`src/rtl/sram_pkg.sv`:
```
// rtl/sram_pkg.sv - shared SRAM controller/arbiter widths, command direction codes and arbiter states
package sram_pkg;

  // Default widths, matching the controller address bus and data bus
  localparam int AW_DEF = 18;
  localparam int DW_DEF = 16;

  // Command direction encoding shared with the controller
  localparam logic RW_READ  = 1'b1;
  localparam logic RW_WRITE = 1'b0;

  // Arbiter sequencer states
  typedef enum logic [1:0] {
    ST_IDLE  = 2'd0,
    ST_ISSUE = 2'd1,
    ST_GUARD = 2'd2,
    ST_WAIT  = 2'd3
  } arb_state_e;

  // Index of the port a request was granted to, as a one-hot ack/done pair
  function automatic logic [1:0] port_onehot(input logic port);
    port_onehot = port ? 2'b10 : 2'b01;
  endfunction

endpackage

```
`src/rtl/sram_arb_grant.sv`:
```
// rtl/sram_arb_grant.sv - combinational grant picker; SRAM_ARB_RR_EN selects round-robin over fixed priority
module sram_arb_grant
  import sram_pkg::*;
(
  input  logic req0_i,
  input  logic req1_i,
  input  logic last_grant_i,
  output logic grant_o
);

`ifdef SRAM_ARB_RR_EN
  // Round-robin: on a tie the port not granted last wins; a lone requester always wins
  always_comb begin
    grant_o = 1'b0;
    if (req0_i && req1_i) begin
      grant_o = ~last_grant_i;
    end else if (req1_i) begin
      grant_o = 1'b1;
    end
  end
`else
  // The pointer has no meaning under fixed priority
  logic unused_last_grant;
  assign unused_last_grant = last_grant_i;

  // Fixed priority: port 0 wins whenever it is requesting
  always_comb begin
    grant_o = 1'b0;
    if (!req0_i && req1_i) begin
      grant_o = 1'b1;
    end
  end
`endif

endmodule

```
`src/rtl/sram_arbiter_2p.sv`:
```
// rtl/sram_arbiter_2p.sv - two-port single-word arbiter/sequencer for the SRAM controller user port (SRAM_ARB_RR_EN: round-robin)
module sram_arbiter_2p
  import sram_pkg::*;
#(
  parameter int AW      = AW_DEF,
  parameter int DW      = DW_DEF,
  parameter int TIMEOUT = 64
) (
  input  logic          clk,
  input  logic          reset,
  input  logic          req0,
  input  logic          rw0,
  input  logic [AW-1:0] addr0,
  input  logic [DW-1:0] wdata0,
  input  logic          req1,
  input  logic          rw1,
  input  logic [AW-1:0] addr1,
  input  logic [DW-1:0] wdata1,
  output logic          ack0,
  output logic          ack1,
  output logic          done0,
  output logic          done1,
  output logic          err0,
  output logic          err1,
  output logic [DW-1:0] rdata0,
  output logic [DW-1:0] rdata1,
  output logic          mem,
  output logic          rw,
  output logic [AW-1:0] addr,
  output logic [DW-1:0] data_f2s,
  input  logic          ready,
  input  logic [DW-1:0] data_s2f
);

  // Watchdog counts WAIT cycles; it stops at abort so it never wraps
  localparam int WDW = $clog2(TIMEOUT);
  localparam logic [WDW-1:0] WD_LAST = WDW'(TIMEOUT - 1);

  arb_state_e    state_q, state_d;
  logic          grant_q, grant_d;
  logic          lat_rw_q, lat_rw_d;
  logic [WDW-1:0] wd_q, wd_d;
  logic          mem_q, mem_d;
  logic          rw_q, rw_d;
  logic [AW-1:0] addr_q, addr_d;
  logic [DW-1:0] data_q, data_d;
  logic [1:0]    ack_q, ack_d;
  logic [1:0]    done_q, done_d;
  logic [1:0]    err_q, err_d;
  logic [DW-1:0] rdata0_q, rdata0_d;
  logic [DW-1:0] rdata1_q, rdata1_d;

  logic          take;
  logic          grant_pick;
  logic          last_grant;

  // A new command can start only from IDLE while the controller is accepting
  assign take = (state_q == ST_IDLE) && ready && (req0 || req1);

  sram_arb_grant u_grant (
    .req0_i       (req0),
    .req1_i       (req1),
    .last_grant_i (last_grant),
    .grant_o      (grant_pick)
  );

`ifdef SRAM_ARB_RR_EN
  logic last_q, last_d;

  assign last_d     = take ? grant_pick : last_q;
  assign last_grant = last_q;

  // Pointer remembers the most recently granted port; reset value lets port 0 win the first tie
  always_ff @(posedge clk or posedge reset) begin
    if (reset) begin
      last_q <= 1'b1;
    end else begin
      last_q <= last_d;
    end
  end
`else
  assign last_grant = 1'b1;
`endif

  // FSM state register
  always_ff @(posedge clk or posedge reset) begin
    if (reset) begin
      state_q <= ST_IDLE;
    end else begin
      state_q <= state_d;
    end
  end

  // Next state plus next values of every registered output and latched field
  always_comb begin
    state_d  = state_q;
    grant_d  = grant_q;
    lat_rw_d = lat_rw_q;
    wd_d     = wd_q;
    mem_d    = 1'b0;
    rw_d     = RW_READ;
    addr_d   = addr_q;
    data_d   = data_q;
    ack_d    = 2'b00;
    done_d   = 2'b00;
    err_d    = 2'b00;
    rdata0_d = rdata0_q;
    rdata1_d = rdata1_q;

    case (state_q)
      ST_IDLE: begin
        if (take) begin
          state_d  = ST_ISSUE;
          grant_d  = grant_pick;
          lat_rw_d = grant_pick ? rw1 : rw0;
          addr_d   = grant_pick ? addr1 : addr0;
          data_d   = grant_pick ? wdata1 : wdata0;
          mem_d    = 1'b1;
          rw_d     = grant_pick ? rw1 : rw0;
          ack_d    = port_onehot(grant_pick);
        end
      end
      ST_ISSUE: begin
        state_d = ST_GUARD;
      end
      ST_GUARD: begin
        // The controller drops ready a cycle late, so ready is not trusted here
        state_d = ST_WAIT;
        wd_d    = '0;
      end
      ST_WAIT: begin
        if (ready) begin
          state_d = ST_IDLE;
          done_d  = port_onehot(grant_q);
          if (lat_rw_q == RW_READ) begin
            if (grant_q) begin
              rdata1_d = data_s2f;
            end else begin
              rdata0_d = data_s2f;
            end
          end
        end else if (wd_q == WD_LAST) begin
          state_d = ST_IDLE;
          done_d  = port_onehot(grant_q);
          err_d   = port_onehot(grant_q);
        end else begin
          wd_d = wd_q + WDW'(1);
        end
      end
      default: begin
        state_d = ST_IDLE;
      end
    endcase
  end

  // Datapath and output registers; reset clears everything at once so mem drops immediately
  always_ff @(posedge clk or posedge reset) begin
    if (reset) begin
      grant_q  <= 1'b0;
      lat_rw_q <= RW_READ;
      wd_q     <= '0;
      mem_q    <= 1'b0;
      rw_q     <= RW_READ;
      addr_q   <= '0;
      data_q   <= '0;
      ack_q    <= 2'b00;
      done_q   <= 2'b00;
      err_q    <= 2'b00;
      rdata0_q <= '0;
      rdata1_q <= '0;
    end else begin
      grant_q  <= grant_d;
      lat_rw_q <= lat_rw_d;
      wd_q     <= wd_d;
      mem_q    <= mem_d;
      rw_q     <= rw_d;
      addr_q   <= addr_d;
      data_q   <= data_d;
      ack_q    <= ack_d;
      done_q   <= done_d;
      err_q    <= err_d;
      rdata0_q <= rdata0_d;
      rdata1_q <= rdata1_d;
    end
  end

  assign mem      = mem_q;
  assign rw       = rw_q;
  assign addr     = addr_q;
  assign data_f2s = data_q;
  assign ack0     = ack_q[0];
  assign ack1     = ack_q[1];
  assign done0    = done_q[0];
  assign done1    = done_q[1];
  assign err0     = err_q[0];
  assign err1     = err_q[1];
  assign rdata0   = rdata0_q;
  assign rdata1   = rdata1_q;

endmodule

```
`config.mk`:
```
export PLATFORM = sky130hd
export DESIGN_NAME = sram_arbiter_2p
export DESIGN_NICKNAME = d
export VERILOG_FILES = /design/src/rtl/sram_pkg.sv /design/src/rtl/sram_arb_grant.sv /design/src/rtl/sram_arbiter_2p.sv
export SDC_FILE = /design/constraint.sdc
export NUM_CORES = 1
export LEC_CHECK = 0
export BUFFER_PORTS_ARGS = -buffer_cell sky130_fd_sc_hd__buf_2
export CORE_MARGIN = 10
export CORE_UTILIZATION = 40
export CTS_CLUSTER_DIAMETER = 100
export CTS_CLUSTER_SIZE = 30
export DETAILED_ROUTE_END_ITERATION = 10
export GPL_TIMING_DRIVEN = 1
export PLACE_DENSITY = 0.71
export SETUP_SLACK_MARGIN = 0.02
export SLEW_MARGIN = 5
export SYNTH_ARGS = -nofsm -noshare
export SYNTH_HDL_FRONTEND = slang
export SYNTH_HIERARCHICAL = 1
export SYNTH_SLANG_ARGS = --single-unit
export TNS_END_PERCENT = 50
```
`constraint.sdc`:
```
create_clock -name clk -period 4 [get_ports clk]
set_input_delay 1.2 -clock clk [delete_from_list [all_inputs] [get_ports clk]]
set_output_delay 1.2 -clock clk [all_outputs]
set_load 0.05 [all_outputs]
```
* Word-level counts from Yosys, hierarchy flattened
Index checks and enable logic that the tools add are counted.
** Word-level totals
- Bits in registers :: 84
- Input port bits :: 91
- Output and inout port bits :: 74
- Logic and storage cells :: 59
** Cells by class
- $add $sub $neg :: 1
- Eq/ne operators :: 8
- Muxes and demuxes :: 24
- Bitwise operators :: 1
- Reduce and logical (&&, ||, !) cells :: 12
** Operators with widths (count)
- $mux 2 :: 12
- $mux 18 :: 1
- $mux 16 :: 1
- $mux 6 :: 2
- $pmux 6 s2 :: 1
- $pmux 2 s4 :: 1
- $reduce_and 4->1 :: 2
- $add 6x1->6 const B :: 1
- $eq 6x6->1 const B :: 1
- $mux 1 :: 6
- $ne 2x2->1 const B :: 3
- $eq 2x2->1 const B :: 2
- $reduce_and 2->1 :: 2
- $logic_and 1x1->1 :: 3
- $ne 3x3->1 const B :: 1
- $reduce_and 3->1 :: 1
- $eq 2x1->1 const B :: 1
- $logic_not 2->1 :: 1
- $reduce_bool 2->1 :: 1
- $logic_not 1->1 :: 1
- $logic_or 1x1->1 :: 1
- $not 1->1 :: 1

* Logic depth before layout (Yosys ltp)
Gate-level depths: netlist of run 1.
- Word-level depth :: 6
- Mapped depth :: 8
- Depth with buffers taken out :: 7

* Cells and area by module
Netlist of run 1, hierarchy kept.
** Modules (own cells, without submodules)
- sram_arbiter_2p :: times used 1, cells an instance 293, area each 3568.4 um^2, seq. area each 2104.5 um^2
- sram_arb_grant :: times used 1, cells an instance 1, area each 13.8 um^2, seq. area each 0.0 um^2

* Least setup slack after synthesis of run 1
No wires, ideal clock.
- Path type :: input -> register
- From :: in req1
- To :: reg addr_q[0], in the netlist addr[0]
- Library setup time :: 0.127 ns
- Data arrival time :: 2.056 ns
- Required time :: 3.873 ns
- Path slack :: 1.816 ns
- Stages :: 5
- Buffers on the path :: 2
- Path through :: nor2b_4 -> buf_2 -> buf_2 -> mux2i_1 -> o21ai_0
** On the way
- Cells in the longest elaborated chain, start to end :: 3
- Elaborated cells on any way between the ends :: 6
- Those cells by class :: mux: 2; reduce/logical: 4
** RTL lines
- start, declared :: RTL line sram_arbiter_2p.sv:15 : input logic req1,
- $logic_and 1x1->1 / $logic_or 1x1->1 (equally long branches) :: RTL line sram_arb_grant.sv:29, sram_arbiter_2p.sv:58
- $mux 1 / $logic_and 1x1->1 (equally long branches) :: RTL line sram_arb_grant.sv:29, sram_arbiter_2p.sv:58
- $mux 18 / $reduce_and 2->1 (equally long branches)
- end signal, assigned :: RTL line sram_arbiter_2p.sv:177 : addr_q <= addr_d;
- end, declared :: RTL line sram_arbiter_2p.sv:45 : logic [AW-1:0] addr_q, addr_d;
Parallel ways exist; a longest one is shown, timed or not.
A chain may end at the register's enable or synchronous reset.

* Worst setup path after layout of run 1
- From :: reg rw_q, in the netlist rw
- To :: out rw
** RTL lines
- start, declared :: RTL line sram_arbiter_2p.sv:44 : logic rw_q, rw_d;
- start signal, assigned :: RTL line sram_arbiter_2p.sv:176 : rw_q <= rw_d;
- end, declared :: RTL line sram_arbiter_2p.sv:28 : output logic rw,
No word-level cell between the ends.

==> metrics.md, run 1 <==
| Metric | Value |
|---|---|
| CTS Hold Buffers Added | `0` |
| Max layer used | `met4` |
| Hold path startpoint | `addr[13]$_DFFE_PP0P_` |
| 1st-pass router iterations | `4` |
| Req. time, crit path | `2.80 ns` |
| Fmax achieved | `432 MHz` |
| Latest clock arrival within the worst-skew pair | `0.34 ns` |
| Reg2reg end | `rdata0[6]$_DFFE_PP0P_` |
| Syn avg cell area | `12.2 µm²` |
| Hold endpoint | `addr[13]$_DFFE_PP0P_` |
| Worst slew margin | `0.479` |
| Largest net degree at the start of global routing | `71` |
| Crit path kind | `flip-flop to output pin` |
| CP top delay family | `flip-flops` |
| Worst hold path stage count | `2` |
| Post-CTS setup buffers | `0` |
| Syn-to-layout area delta | `31.0%` |
| Tot Pwr | `4060 µW` |
| Initial core utilization | `0.410` |
| Placed instance area | `4490 µm²` |
| Via-per-instance ratio | `4.74` |
| Routed Wire Length | `9210 µm` |
| Most frequent cells in the layout | `164 x buf_2, 82 x dfrtp_1, 41 x nand2_1` |
| TritonCTS clock tree | `built` |
| Avg WL per Cell | `16.2 µm` |
| Power Density | `867 nW/µm²` |
| Placed Instances | `554` |
| Post-Route M1 WL | `4170 µm` |
| CTS resizes | `0` |
| DRC violations left | `0` |
| Clock root buffer | `clkbuf_8` |
| Post-route ant nets | `0` |
| Clock Sinks | `84` |
| Crit path max fanout | `1` |
| Status | `finished clean` |
| Flop pwr share | `0.336` |
| Largest stage delay, worst path | `0.52 ns` |
| Num ports | `165` |
| Switching Fraction | `0.502` |
| Final setup skew | `0.00748 ns` |
| Area of the die | `13100 µm²` |
| Clock-pin slew on the worst setup and hold paths | `0.09 ns` |
| Switch Pwr | `2040 µW` |
| # nets final | `553` |
| CTS buffer count | `9` |
| Data arrival, critical path | `1.12 ns` |
| Die height | `115 µm` |
| Final period utilization | `0.579` |
| Cell Rows | `34` |
| Met3 wire len | `898 µm` |
| Post-Syn Area | `3580 µm²` |
| Cells along the critical path | `buf_2` |
| Max cap viols | `0` |
| Comb power frac | `0.513` |
| CP Buf/Inv Count | `1` |
| Worst setup SP type | `flip-flop` |
| DP HPWL | `7170 µm` |
| Gpl congestion | `0.756` |
| Filler Cells Inserted | `781` |
| R2R depth | `3` |
| Synth Net Count | `389` |
| Clock share of power | `0.150` |
| Worst r2r src | `state_q[1]$_DFFE_PP0P_` |
| Final core occ | `0.537` |
| Vias in the first global route | `2839` |
| Initial drt markers | `89` |
| Chip width | `115 µm` |
| Worst-Margin Slew | `0.781 ns` |
| GR Overflow Total | `0` |
| HP Class | `flip-flop to flip-flop` |
| Final Hold Fails | `0` |
| Post-Syn Instances | `293` |
| Setup crit end kind | `output pin` |
| Global-route wire length before repair | `14300 µm` |
| H-tree levels | `3` |
| Core area | `8720 µm²` |
| Final Non-Filler Cells | `570` |
| Commonest non-fill, non-tap cell in the layout | `buf_2` |
| Clock Path Buffers | `2` |
| Antenna violations before repair | `0` |
| Tmin final | `2.32 ns` |
| Port bufs | `164` |
| Worst reg2reg setup slack | `2.15 ns` |
| Diode count | `0` |
| Pleak | `0.00248 µW` |
| VDD IR max | `0.374 mV` |
| Cell-internal power | `2020 µW` |
| Pins over their slew limit | `0` |
| Global Route Usage Sum | `0.136` |
| Total Neg Setup Slack | `0 ns` |
| Slowest CP cell | `dfstp_2` |
| Final setup viols | `0` |
| Design area | `4690 µm²` |
| RSZ-0062 raised after global routing | `no` |
| Detailed-route via count | `2700` |
| Yosys warning total | `6` |
| DR WL met2 | `4060 µm` |
| Layout cells sized above 1 | `0.483` |
[stage by stage]
step | setup WS [ns] | hold slack (ns)
after global placement | 1.54 | 0.460
after floorplan | 0.638 | 0.451
after detailed placement | 1.47 | 0.465
after global routing | 1.64 | 0.503
final | 1.68 | 0.478
after CTS | 1.66 | 0.486
[how the worst max path moves through the flow]
stage	startpoint	end	slack [ns]	cells past startpoint
after detailed placement	req0	addr[4]$_DFFE_PP0P_	1.47	5
after CTS	rw$_DFF_PP1_	rw	1.66	1
after global placement	req0	data_f2s[15]$_DFFE_PP0P_	1.54	5
after global routing	rw$_DFF_PP1_	rw	1.64	1
after floorplan	reset	ack_q[0]$_DFF_PP0_	0.64	1
final	rw$_DFF_PP1_	rw	1.68	1
[routing by layer]
metal,up-vias,track usage
li1,1342,-
met1,1238,0.174
met2,114,0.203
met3,6,0.0566
met4,0,0.0434
met5,-,0
[state kept, by name (all words and copies together), names as in the netlist]
register / flops
addr: 18
data_f2s: 16
rdata0: 16
rdata1: 16
wd_q: 6
ack_q: 2
done_q: 2
err_q: 2
state_q: 2
grant_q: 1
lat_rw_q: 1
mem: 1
rw: 1
[layout make-up]
type	count	area (µm²)	area share
flip-flops and latches	84	2100	0.449
clock buffers	11	141	0.0302
repair buffers	168	851	0.182
well taps	108	135	0.0288
clock inverters	5	60.1	0.0128
multi-input cells	187	1370	0.292
inverters	7	27.5	0.00587
[power by group through the flow]
stage | clock network, µW | registers, µW | logic (µW)
after floorplan | 0 | 2480 | 490
after global placement | 0 | 1380 | 2090
after detailed placement | 0 | 1380 | 2120
after CTS | 634 | 1370 | 2120
after global routing | 669 | 1420 | 2220
final | 611 | 1370 | 2090
[worst min-delay path: stages (launching register included)]
cell and delay (ns):
dfrtp_1 0.35, nand2_1 0.04, o21ai_0 0.06
(Power assumes the default switching activity.)
==> run 2, diff against run 1 <==
clock period = 2.3 ns   (was 4 ns; I/O delays follow)
==> run 2 against run 1 <==
  * Critical path depth up 4
  * Non-clock buffer count up 2
  * Die area unchanged
  * Total power up 72%
  * Global-route usage up 0.080 points
  * Clock power up 53%
==> metrics.md, run 2 (synthesized netlist as in run 1, its figures left out) <==
| Metric | Value |
|---|---|
| Status | `finished clean` |
| RSZ-0062 raised after global routing | `no` |
| Clock-pin slew on the worst setup and hold paths | `0.09 ns (about the same)` |
| Final WS setup | `0.485 ns (-1.20 ns)` |
| Req. time, crit path | `2.53 ns (-0.27 ns)` |
| Worst reg2reg setup slack | `0.49 ns (-1.66 ns)` |
| Tot Pwr | `6980 µW (+72%)` |
| R2R depth | `5 (+2)` |
| CTS resizes | `0 (unchanged)` |
| Layout cells sized above 1 | `0.485 (+0.00223)` |
| Commonest non-fill, non-tap cell in the layout | `buf_2` |
| Setup crit end kind | `flip-flop` |
| Largest register FFs | `18 (unchanged)` |
| Avg WL per Cell | `15.9 µm (-1.4%)` |
| Max layer used | `met4` |
| Slowest CP cell | `dfrtp_1` |
| GR Overflow Total | `0 (unchanged)` |
| Chip width | `115 µm (unchanged)` |
| Most frequent cells in the layout | `164 x buf_2, 82 x dfrtp_1, 41 x nand2_1` |
| VDD IR max | `0.598 mV (+60%)` |
| Worst r2r src | `wd_q[0]$_DFFE_PP0P_` |
| Initial core utilization | `0.410 (unchanged)` |
| Cell Rows | `34 (unchanged)` |
| Crit path kind | `flip-flop to flip-flop` |
| Crit path max fanout | `5 (+4)` |
| Detailed-route via count | `2707 (+0.26%)` |
| Diode count | `0 (unchanged)` |
| Worst-Margin Slew | `0.429 ns (-0.352 ns)` |
| Fmax achieved | `551 MHz` |
| Syn-to-layout area delta | `31.4%` |
| Dpl ws | `0.503 ns (-0.963 ns)` |
| Hold_ws | `0.467 ns (-0.0116 ns)` |
| Clock Sinks | `84 (unchanged)` |
| Initial drt markers | `114 (+28%)` |
| Global-route wire length before repair | `14500 µm (+1.4%)` |
| Final setup skew | `0.0147 ns (+0.00722 ns)` |
| DP HPWL | `7190 µm (+0.30%)` |
| CTS Hold Buffers Added | `0 (unchanged)` |
| Global Route Usage Sum | `0.137 (+0.000797)` |
| # nets final | `555 (+0.36%)` |
| Worst slew margin | `0.714 (+0.235)` |
| HP Class | `input pin to async pin` |
| Max cap viols | `0 (unchanged)` |
| Tmin final | `1.81 ns` |
| Post-route ant nets | `0 (unchanged)` |
| CP Buf/Inv Count | `0 (-1)` |
| Design area | `4700 µm² (+0.35%)` |
| CP top delay family | `flip-flops` |
| CTS buffer count | `9 (unchanged)` |
| DRC violations left | `0 (unchanged)` |
| Largest stage delay, worst path | `0.42 ns (-0.10 ns)` |
| Pins over their slew limit | `0 (unchanged)` |
| Final setup viols | `0 (unchanged)` |
| Power Density | `1480 nW/µm² (+71%)` |
| Area of the die | `13100 µm² (unchanged)` |
| Latest clock arrival within the worst-skew pair | `0.34 ns (about the same)` |
| Gpl congestion | `0.816 (+7.9%)` |
| Core area | `8720 µm² (unchanged)` |
| Largest net degree at the start of global routing | `85 (+20%)` |
| DR WL met2 | `4100 µm (+0.96%)` |
| Post-Route M1 WL | `4000 µm (-4.2%)` |
| Final period utilization | `0.789` |
| Cells along the critical path | `ha_1, and3_1, nand3_1, a2bb2oi_1, mux2_2` |
| Via-per-instance ratio | `4.73 (about the same)` |
| Met3 wire len | `912 µm (+1.6%)` |
| Antenna violations before repair | `0 (unchanged)` |
| Reg2reg end | `state_q[1]$_DFFE_PP0P_` |
| Post-CTS setup buffers | `0 (unchanged)` |
| Routed Wire Length | `9110 µm (-1.1%)` |
| Data arrival, critical path | `2.05 ns (+0.93 ns)` |
| H-tree levels | `3 (unchanged)` |
| Placed instance area | `4530 µm² (+0.95%)` |
| Port bufs | `164 (unchanged)` |
| Final Hold Fails | `0 (unchanged)` |
| 1st-pass router iterations | `4 (unchanged)` |
| Total Neg Setup Slack | `0 ns (unchanged)` |
| Vias in the first global route | `2932 (+3.3%)` |
| Die height | `115 µm (unchanged)` |
| Worst setup SP type | `flip-flop` |
| Pleak | `0.00247 µW (-0.49%)` |
| TritonCTS clock tree | `built` |
| Clock root buffer | `clkbuf_8` |
| Clock Path Buffers | `2 (unchanged)` |
| Num ports | `165 (unchanged)` |
==> run 2: changes by cell type in the layout (fill, tap and decap cells not counted) <==
cell        before  now
clkbuf_8        10    9
clkinv_2         2    0
buf_12           0    2
clkinvlp_4       1    5
clkinv_4         1    0
inv_6            1    2
bufinv_16        1    0
==> run 2: through the flow <==
stage               utilization  instances
floorplan                     -        293
global placement          0.519        556
detailed placement        0.519        556
CTS                       0.539        572
global route              0.539        572
finish                    0.539        572
==> run 2: layout make-up <==
type	instances	area, µm²
fillers	785	4020
flip-flops and latches	84	2100
multi-input cells	187	1370
repair buffers	170	891
well taps	108	135
clock buffers	10	128
clock inverters	6	47.5
inverters	7	30.0
==> run 2: tightest hold or removal path: stages <==
cell and delay [ns]:
buf_2 0.11, clkinvlp_4 0.08, buf_12 0.36
==> run 2: routing by layer <==
metal / track usage / vias up
met5: 0 / -
met4: 0.0401 / 0
met3: 0.0577 / 8
met2: 0.209 / 120
met1: 0.172 / 1232
li1: - / 1347
==> run 2: power breakdown <==
part	switching (µW)	leakage (µW)	internal, µW
Sequential	306	0.00107	2080
Combinational	2740	0.00133	918
Clock	536	0.0000755	400
==> run 2: worst max path at each step <==
stage,cells past startpoint,startpoint,end,slack (ns)
after global routing,5,wd_q[0]$_DFFE_PP0P_,state_q[1]$_DFFE_PP0P_,0.42
after CTS,1,rw$_DFF_PP1_,rw,0.47
after floorplan,5,req1,addr[0]$_DFFE_PP0P_,0.63
after global placement,5,ready,grant_q$_DFFE_PP0P_,0.58
final,5,wd_q[0]$_DFFE_PP0P_,state_q[1]$_DFFE_PP0P_,0.49
after detailed placement,5,wd_q[0]$_DFFE_PP0P_,state_q[1]$_DFFE_PP0P_,0.50
==> run 3, diff against run 2 <==
PLACE_DENSITY = 0.74   (was 0.71)
clock period = 1.51 ns   (was 2.3 ns; I/O delays follow)
==> run 3 against run 2 <==
  * Register-to-register slack got worse by 0.46 ns
  * Hold slack worse by 0.36 ns
  * Clock skew down 0.0052 ns
  * Final cell count increased by 4.0%
  * Die area is the same
  * Non-clock buffer count increased by 22
  * Clock power increased by 59%
  * Critical path depth down 4
  * First-iteration DRC count fell by 8.8%
  * Sequential power up 54%
  * Largest cell class unchanged
==> metrics.md, run 3 (synthesized netlist as in run 1, its figures left out) <==
| Metric | Value |
|---|---|
| Status | `finished clean` |
| Gpl congestion | `0.762 (-6.7%)` |
| Avg WL per Cell | `17.0 µm (+7.0%)` |
| DP HPWL | `7560 µm (+5.2%)` |
| Syn-to-layout area delta | `44.8%` |
| Diode count | `0 (unchanged)` |
| CP top delay family | `flip-flops` |
| Antenna violations before repair | `0 (unchanged)` |
| Final WS setup | `0.0231 ns (-0.462 ns)` |
| TritonCTS clock tree | `built` |
| DRC violations left | `0 (unchanged)` |
| Initial drt markers | `104 (-8.8%)` |
| Dpl ws | `-0.0932 ns (-0.596 ns)` |
| Total Neg Setup Slack | `0 ns (unchanged)` |
| Power Density | `2220 nW/µm² (+50%)` |
| Final setup viols | `0 (unchanged)` |
| Global-route wire length before repair | `15200 µm (+4.5%)` |
| Req. time, crit path | `1.06 ns (-1.47 ns)` |
| Clock root buffer | `clkbuf_8` |
| HP Class | `input pin to async pin` |
| Chip width | `115 µm (unchanged)` |
| Data arrival, critical path | `1.03 ns (-1.02 ns)` |
| Worst setup SP type | `flip-flop` |
| Hold_ws | `0.106 ns (-0.360 ns)` |
| Final period utilization | `0.985` |
| Global Route Usage Sum | `0.143 (+0.00636)` |
| Slowest CP cell | `dfstp_2` |
| Layout cells sized above 1 | `0.571 (+0.0859)` |
| Most frequent cells in the layout | `148 x buf_2, 82 x dfrtp_1, 38 x mux2i_1` |
| Setup crit end kind | `output pin` |
| Core area | `8720 µm² (unchanged)` |
| Pins over their slew limit | `0 (unchanged)` |
| Die height | `115 µm (unchanged)` |
| CTS buffer count | `9 (unchanged)` |
| Cell Rows | `34 (unchanged)` |
| Largest register FFs | `18 (unchanged)` |
| # nets final | `578 (+4.1%)` |
| Final setup skew | `0.00950 ns (-0.00521 ns)` |
| Latest clock arrival within the worst-skew pair | `0.35 ns (about the same)` |
| Cells along the critical path | `buf_8` |
| RSZ-0062 raised after global routing | `yes` |
| Clock Sinks | `84 (unchanged)` |
| Pleak | `0.00268 µW (+8.3%)` |
| Final Hold Fails | `0 (unchanged)` |
| Max cap viols | `0 (unchanged)` |
| Largest stage delay, worst path | `0.55 ns (+0.13 ns)` |
| Worst-Margin Slew | `0.442 ns (+0.0129 ns)` |
| GR Overflow Total | `0 (unchanged)` |
| Post-route ant nets | `0 (unchanged)` |
| Largest net degree at the start of global routing | `31 (-64%)` |
| Clock-pin slew on the worst setup and hold paths | `0.09 ns (about the same)` |
| CP Buf/Inv Count | `1 (+1)` |
| Crit path max fanout | `1 (-4)` |
| Num ports | `165 (unchanged)` |
| Initial core utilization | `0.410 (unchanged)` |
| H-tree levels | `3 (unchanged)` |
| Clock Path Buffers | `2 (unchanged)` |
| Commonest non-fill, non-tap cell in the layout | `buf_2` |
| Worst slew margin | `0.705 (-0.00923)` |
| Fmax achieved | `673 MHz` |
| Area of the die | `13100 µm² (unchanged)` |
| Detailed-route via count | `2875 (+6.2%)` |
| Tmin final | `1.49 ns` |
| Vias in the first global route | `3077 (+4.9%)` |
| Filler Cells Inserted | `726 (-7.5%)` |
| Crit path kind | `flip-flop to output pin` |
| Tot Pwr | `11500 µW (+65%)` |
| Routed Wire Length | `10100 µm (+11%)` |
| VDD IR max | `1.07 mV (+79%)` |
| 1st-pass router iterations | `4 (unchanged)` |
| Port bufs | `164 (unchanged)` |
| Via-per-instance ratio | `4.83 (+2.1%)` |
run 3: repair_timing:
action / 4_1_cts / 5_1_grt
pin swaps: 1 / 5
setup endpoints to repair: 39 / 84
cloned: 1 / 5
gates resized for setup: 18 / 66
buffers inserted: 0 / 2
hold buffers: 0 / 0
run 3: metrics by stage:
| step | instances | instance area [µm²] | util |
|---|---|---|---|
| finish | 595 | 5180 | 0.594 |
| global route | 595 | 5180 | 0.594 |
| CTS | 588 | 4930 | 0.565 |
| detailed placement | 571 | 4690 | 0.538 |
| global placement | 571 | 4690 | 0.538 |
| floorplan | 293 | 3580 | - |
run 3: worst paths after layout:
path	endpoint	start	depth (start not counted)	slack (ns)
worst max-delay path	rw	rw$_DFF_PP1_	1	0.02
worst min-delay path	rdata0[5]$_DFFE_PP0P_	reset	2	0.11
worst max register to register	data_f2s[10]$_DFFE_PP0P_	state_q[0]$_DFFE_PP0P_	7	0.03
worst min register to register	data_f2s[3]$_DFFE_PP0P_	data_f2s[3]$_DFFE_PP0P_	2	0.48
max in group asynchronous	lat_rw_q$_DFFE_PP1P_	reset	3	0.85
min in group clk	rdata0[11]$_DFFE_PP0P_	data_s2f[11]	2	0.34
run 3: cell type report:
class,count,area (µm²),share of cell area
well taps,108,135,0.0261
clock inverters,7,58.8,0.0113
multi-input cells,188,1490,0.288
flip-flops and latches,84,2100,0.406
inverters,7,30.0,0.00580
clock buffers,9,124,0.0239
repair buffers,192,1240,0.239
run 3: power breakdown:
group | internal, µW | switching, µW | total (µW)
registers | 3170 | 503 | 3670
logic | 1950 | 4390 | 6340
clock network | 627 | 865 | 1490
run 3: routing by layer:
layer | track usage | part of all wire | vias up
met5 | 0 | 0 | -
met4 | 0.0351 | 0.0056 | 0
met3 | 0.0529 | 0.088 | 5
met2 | 0.235 | 0.48 | 115
met1 | 0.173 | 0.42 | 1351
li1 | - | - | 1404
